<file path="src/rtl/shift_add_multiplier.sv">
// Sequential unsigned shift-and-add multiplier: one multiplier bit per clock, start/busy/done handshake.
// Define SHIFT_ADD_MULT_EARLY_EXIT_EN to finish as soon as the remaining multiplier bits are all zero.
module shift_add_multiplier #(
    parameter int A_WIDTH = 3,
    parameter int B_WIDTH = 4
) (
    input  logic                       clk,
    input  logic                       rst_n,
    input  logic                       start,
    input  logic [A_WIDTH-1:0]         a,
    input  logic [B_WIDTH-1:0]         b,
    output logic                       busy,
    output logic                       done,
    output logic [A_WIDTH+B_WIDTH-1:0] product
);

    localparam int P_W   = A_WIDTH + B_WIDTH;
    localparam int CNT_W = $clog2(B_WIDTH + 1);
    localparam logic [CNT_W-1:0] CNT_LAST = CNT_W'(B_WIDTH - 1);

    typedef enum logic [1:0] {
        S_IDLE,
        S_RUN,
        S_DONE
    } state_e;

    state_e             state_q, state_d;
    logic [P_W-1:0]     mcand_q, mcand_d;
    logic [P_W-1:0]     acc_q, acc_d;
    logic [P_W-1:0]     product_q, product_d;
    logic [B_WIDTH-1:0] mplier_q, mplier_d;
    logic [CNT_W-1:0]   cnt_q, cnt_d;

    logic               accept;
    logic               last_iter;
    logic [P_W-1:0]     acc_sum;
    logic [B_WIDTH-1:0] mplier_shr;

    // Partial-product accumulate; the accumulator is full width so the sum never wraps.
    function automatic logic [P_W-1:0] add_partial(
        input logic [P_W-1:0] acc,
        input logic [P_W-1:0] mcand,
        input logic           mbit
    );
        return mbit ? (acc + mcand) : acc;
    endfunction

    assign accept     = start && (state_q != S_RUN);
    assign acc_sum    = add_partial(acc_q, mcand_q, mplier_q[0]);
    assign mplier_shr = mplier_q >> 1;

`ifdef SHIFT_ADD_MULT_EARLY_EXIT_EN
    assign last_iter = (cnt_q == CNT_LAST) || (mplier_shr == '0);
`else
    assign last_iter = (cnt_q == CNT_LAST);
`endif

    always_comb begin
        state_d   = state_q;
        mcand_d   = mcand_q;
        mplier_d  = mplier_q;
        acc_d     = acc_q;
        cnt_d     = cnt_q;
        product_d = product_q;

        case (state_q)
            S_IDLE, S_DONE: begin
                if (accept) begin
                    mcand_d  = {{B_WIDTH{1'b0}}, a};
                    mplier_d = b;
                    acc_d    = '0;
                    cnt_d    = '0;
                    state_d  = S_RUN;
                end else begin
                    state_d  = S_IDLE;
                end
            end
            S_RUN: begin
                acc_d    = acc_sum;
                mcand_d  = mcand_q << 1;
                mplier_d = mplier_shr;
                cnt_d    = cnt_q + CNT_W'(1);
                // The finishing edge publishes this edge's sum directly.
                if (last_iter) begin
                    product_d = acc_sum;
                    state_d   = S_DONE;
                end
            end
            default: begin
                state_d = S_IDLE;
            end
        endcase
    end

    always_ff @(posedge clk or negedge rst_n) begin
        if (!rst_n) begin
            state_q   <= S_IDLE;
            mcand_q   <= '0;
            mplier_q  <= '0;
            acc_q     <= '0;
            cnt_q     <= '0;
            product_q <= '0;
        end else begin
            state_q   <= state_d;
            mcand_q   <= mcand_d;
            mplier_q  <= mplier_d;
            acc_q     <= acc_d;
            cnt_q     <= cnt_d;
            product_q <= product_d;
        end
    end

    assign busy    = (state_q == S_RUN);
    assign done    = (state_q == S_DONE);
    assign product = product_q;

endmodule

</file>
<file path="config.mk">
export PLATFORM = sky130hd
export DESIGN_NAME = shift_add_multiplier
export DESIGN_NICKNAME = d
export VERILOG_FILES = /design/src/rtl/shift_add_multiplier.sv
export SDC_FILE = /design/constraint.sdc
export NUM_CORES = 1
export LEC_CHECK = 0
export BUFFER_PORTS_ARGS = -buffer_cell sky130_fd_sc_hd__clkbuf_2
export CAP_MARGIN = 10
export CORE_MARGIN = 4
export CORE_UTILIZATION = 55
export DETAILED_ROUTE_END_ITERATION = 12
export PLACE_DENSITY = 0.8
export SKIP_CTS_REPAIR_TIMING = 1
export SYNTH_ARGS = -nofsm -noshare
export SYNTH_HDL_FRONTEND = slang
export SYNTH_SLANG_ARGS = --single-unit
</file>
<file path="constraint.sdc">
create_clock -name clk -period 5.9 [get_ports clk]
set_input_delay 0.59 -clock clk [delete_from_list [all_inputs] [get_ports clk]]
set_output_delay 0.59 -clock clk [all_outputs]
set_load 0.01 [all_outputs]
</file>
Word-level counts from Yosys, hierarchy flattened
Cells that the tools add are included.
{"block": "classes", "addsub": 2, "n_eq_ne": 6, "reduce_logical": 6, "n_mux": 12}
{"operator": "7-bit case mux with 2 select lines", "count": 2}
{"operator": "7-bit 2-to-1 mux", "count": 3}
{"operator": "4-bit case mux with 2 select lines", "count": 1}
{"operator": "7-bit adder", "count": 1}
{"operator": "3-bit case mux with 2 select lines", "count": 1}
{"operator": "4-bit 2-to-1 mux", "count": 1}
{"operator": "2-bit by 1-bit != test with 1-bit output (second input constant)", "count": 2}
{"operator": "2-bit case mux with 2 select lines", "count": 1}
{"operator": "2-bit AND reduction", "count": 2}
{"operator": "3-bit by 1-bit adder with 3-bit output (second input constant)", "count": 1}
{"operator": "3-bit by 2-bit equality test with 1-bit output (second input constant)", "count": 1}
{"operator": "3-bit 2-to-1 mux", "count": 1}
{"operator": "2-bit by 1-bit equality test with 1-bit output (second input constant)", "count": 1}
{"operator": "2-bit equality test (second input constant)", "count": 1}
{"operator": "2-bit zero test", "count": 1}
{"operator": "2-bit 2-to-1 mux", "count": 1}
{"operator": "2-bit != test (second input constant)", "count": 1}
{"operator": "2-bit nonzero test", "count": 1}
{"operator": "2-bit OR reduction", "count": 1}
{"operator": "1-bit logical AND", "count": 1}
{"operator": "1-bit 2-to-1 mux", "count": 1}
{"block": "totals", "word_cells": 32, "ff_bits": 30, "input_bits": 10, "output_inout_bits": 9}

Depth between registers and ports, before layout
{"block": "logic_depth", "ltp_word": 4, "ltp_mapped": 8, "depth_no_buf": 8}

Worst setup path after synthesis
No wires, ideal clock.
{"block": "synth_path", "kind": "register -> register", "from": "register mcand_q[0]", "to": "register acc_q[6]", "setup_slack_ps": 3873, "n_path_buf": 0, "stages_incl_launch_ff": 9, "arrival_time_ps": 1947, "cell_sequence": "dfrtp_1 -> ha_1 -> inv_1 -> fa_1 -> and2b_1 -> o211ai_1 -> a211o_1 -> a31oi_1 -> mux2i_1"}
{"block": "synth_via", "elab_chain_cells": 3}
{"element": "from (decl)", "line_no": "28", "text": "logic [P_W-1:0] mcand_q, mcand_d;"}
{"element": "from (signal assigned)", "line_no": "105", "text": "mcand_q <= mcand_d;"}
{"element": "7-bit adder", "line_no": "45", "text": "return mbit ? (acc + mcand) : acc;"}
{"element": "7-bit 2-to-1 mux", "line_no": "45"}
{"element": "7-bit case mux with 2 select lines", "line_no": "66", "text": "case (state_q)"}
{"element": "to (signal assigned)", "line_no": "100", "text": "acc_q <= '0;"}
{"element": "to (signal assigned)", "line_no": "107", "text": "acc_q <= acc_d;"}
{"element": "to (decl)", "line_no": "29", "text": "logic [P_W-1:0] acc_q, acc_d;"}
Every way passes these cells.
A chain may end at the register's enable or synchronous reset.

Final worst setup path
{"block": "layout_path", "from": "register state_q[0]", "to": "output busy"}
{"block": "layout_via", "elab_chain_cells": 1}
{"element": "from (decl)", "line_no": "27", "text": "state_e state_q, state_d;"}
{"element": "from (signal assigned)", "line_no": "104", "text": "state_q <= state_d;"}
{"element": "2-bit by 1-bit equality test with 1-bit output", "line_no": "113", "text": "assign busy = (state_q == S_RUN);"}
{"element": "to (decl)", "line_no": "12", "text": "output logic busy,"}
Every way passes these cells.

==> metrics.md <==
| Metric | Value |
|---|---|
| First-pass DRT Iterations | `4` |
| Register Area | `751 um^2` |
| Worst slew margin | `approximately half` |
| Die area | `about 0.0042 mm^2` |
| TNS Setup | `0 ns` |
| Final Worst Setup Slack | `3.51 ns` |
| Max-cap violations | `0` |
| Vias | `between 1,000 and 1,500` |
| Seq pwr share | `between 30% and 40%` |
| Post-synth top cells | `dfrtp_1 (30), o21ai_0 (16), nand2_1 (15)` |
| Nets | `211` |
| Design Power | `1.03 mW` |
| Total grt overflow | `0` |
| Total CTS buffers | `5` |
| Die X-Extent | `64.8 um` |
| Dpl cell area | `roughly 0.0019 mm^2` |
| Clock root buffer | `clkbuf_4` |
| Fin area | `a little under 0.002 mm^2` |
| Seq/Total Area, Yosys | `42.4%` |
| Synth-to-layout area growth | `9.75%` |
| Die Y | `64.8 um` |
| Via density | `between 5 and 6` |
| Number of cell rows | `20` |
| Distinct cells, synth | `45` |
| Most frequent cell after synthesis | `dfrtp_1` |
| Worst hold margin | `0.305 ns` |
| Critical Path AT | `roughly 1.8 ns` |
| Hpwl dp | `roughly 2.5 mm` |
| Clock power share | `~16%` |
| Mapped Nets | `197` |
| Area of the mapped netlist | `approximately 0.0018 mm^2` |
| Synth async-reset ratio | `100%` |
| Post-synth EDFFs | `0` |
| Pre-CTS setup slack | `about 3.7 ns` |
| Placer Congestion | `slightly below 0.9` |
| Avg WL per Cell | `15.1 um` |
| Core outline area | `0.00308 mm^2` |
| Initial DRC Count | `62` |
| PD cells | `530 mW/mm^2` |
| Final Critical Period | `2.39 ns` |
| Sw frac | `roughly two fifths` |
| Most used DFF post-synth | `dfrtp_1` |
| Maximum vdd drop | `226 uV` |
| Total wire length | `3.56 mm` |
| Starting Density | `57.6%` |
| Clk Latency, worst-skew pair | `0.33 ns` |
| Synth warn | `0` |
| Area contributors post-synth | `dfrtp_1 (42%), ha_1 (5.6%), mux2i_1 (5.6%)` |
| Filler Cell Count | `roughly 250` |
| Worst Max-Slew Pin Slew | `0.744 ns` |
| Max Clk Rate | `between 0.4 and 0.5 GHz` |
| Post-Synthesis Cells | `178` |
| Vias in the first global route | `1,388` |
| Residual DRC | `0` |
| Setup violators final | `0` |
| I/O pin cnt | `19` |
| Crit Reg-Reg Startpoint | `mcand_q[0]` |
| Synth top area share | `42.4%` |
| Global-route wire length before repair | `6.27 mm` |
| H-tree levels | `2` |
| CTS sink cnt | `30` |
| Non-filler cells, final | `236` |
| Initial antenna violation count | `0` |
| Worst-path clk slew | `0.09 ns` |
| Post-route ant nets | `0` |
| Critical path class | `reg -> out` |
| Ratio of cells with drive above 1 in the final layout | `17.2%` |
| I/O Buffers | `18` |
| Nature of the critical path endpoint | `output pin` |
| P_sw | `0.422 mW` |
| Data required time of the worst path | `~5.3 ns` |
| Pin count of the biggest net entering global routing | `31` |
| Final count of pins violating max slew | `0` |
| Clock tree from TritonCTS | `built` |
| Status | `completed` |
| CTS max path bufs | `2` |
| Int Pwr | `slightly above 0.6 mW` |
| Syn avg cell area | `9.95 um^2` |
| Crit share post-route | `40.5%` |
| CP max FO | `27` |
| Synthesized flop and latch total | `30` |
| Final Hold Violating Endpoints | `0` |
| Logic pwr share | `between 40% and 50%` |
| RSZ-0062 raised after global routing | `no` |
| Antenna cells | `0` |
| Leakage power | `0.918 nW` |
| Worst Hold Class | `in -> async` |
| Gr usage total | `19.5%` |
| Core Util, Final | `63.2%` |
| Worst Skew | `0.00795 ns` |
| Placed insts | `229` |
| Area of the multi-input gates | `a little over 900 um^2` |
| Cell taking the most area after synthesis | `dfrtp_1` |
| Crit path from | `state_q[0]` |
| Worst Setup Start Kind | `flip-flop` |
==> sequential cells by signal (all words and copies together) (netlist names) <==
| name | flops |
|---|---|
| acc_q | 7 |
| cnt_q | 3 |
| mcand_q | 7 |
| mplier_q | 4 |
| product | 7 |
| state_q | 2 |
==> layer usage <==
| metal | global-route usage (%) | routed length, um |
|---|---|---|
| met1 | 23.8 | 1620 |
| met2 | 32.6 | 1730 |
| met3 | 5.89 | 141 |
| met4 | 6.60 | 70 |
| met5 | 0 | 0 |
==> worst paths after layout <==
check / endpoint / slack [ns] / cells after the start
hold / removal: cnt_q[0] / 0.31 / 1
setup / recovery: busy / 3.51 / 2
max in group asynchronous: product[0] / 5.12 / 1
hold reg to reg: product[6] / 0.50 / 2
setup reg to reg: acc_q[6] / 3.65 / 8
min in group clk: product[6] / 0.50 / 2
==> final cells by class <==
cell class                 count  area share, %
clock inverter                 1           1.54
tap                           44           2.83
sequential                    30           38.6
timing repair buffer          18           4.63
clock buffer                   6           2.64
multi-input combinational    128           48.0
inverter                       9           1.74
==> kinds of logic (layout without fill, tap and decap cells) <==
group / after synthesis / after routing / synth area share, %
AND/OR/NAND/NOR: 52 / 52 / 17.2
multiplexers: 16 / 16 / 9.46
buffers and inverters: 20 / 34 / 4.94
adder cells (fa/ha/maj): 9 / 9 / 6.78
flip-flops: 30 / 30 / 42.4
XOR/XNOR: 5 / 5 / 2.47
AO/OA/AOI/OAI: 46 / 46 / 16.7
==> worst max-delay path, stage by stage (launching register included) <==
cell,delay [ns]
dfrtp_1,0.80
and2b_1,0.46
clkbuf_2,0.21
==> power by group through the flow <==
stage / sequential (mW) / clock, mW / combinational (mW)
final: 0.405 / 0.169 / 0.456
after floorplan: 0.350 / 0 / 0.402
after global placement: 0.399 / 0 / 0.430
after global routing: 0.424 / 0.180 / 0.516
after CTS: 0.404 / 0.170 / 0.458
after detailed placement: 0.408 / 0 / 0.454
==> placed cells by master, fill, tap and decap left out, types with 3 or more instances in the layout <==
cell      instances
nor2b_1           6
ha_1              8
nand2_1          15
nand2b_1          4
o21ai_0          16
a211oi_1          5
a21oi_1           8
and3b_1           3
mux2_2            6
xnor2_1           3
nand3_1           9
clkbuf_4          5
mux2i_1          10
dfrtp_1          30
a22o_1            3
inv_1             9
clkbuf_2         18
No activity file was read; power rests on OpenSTA's default activity.
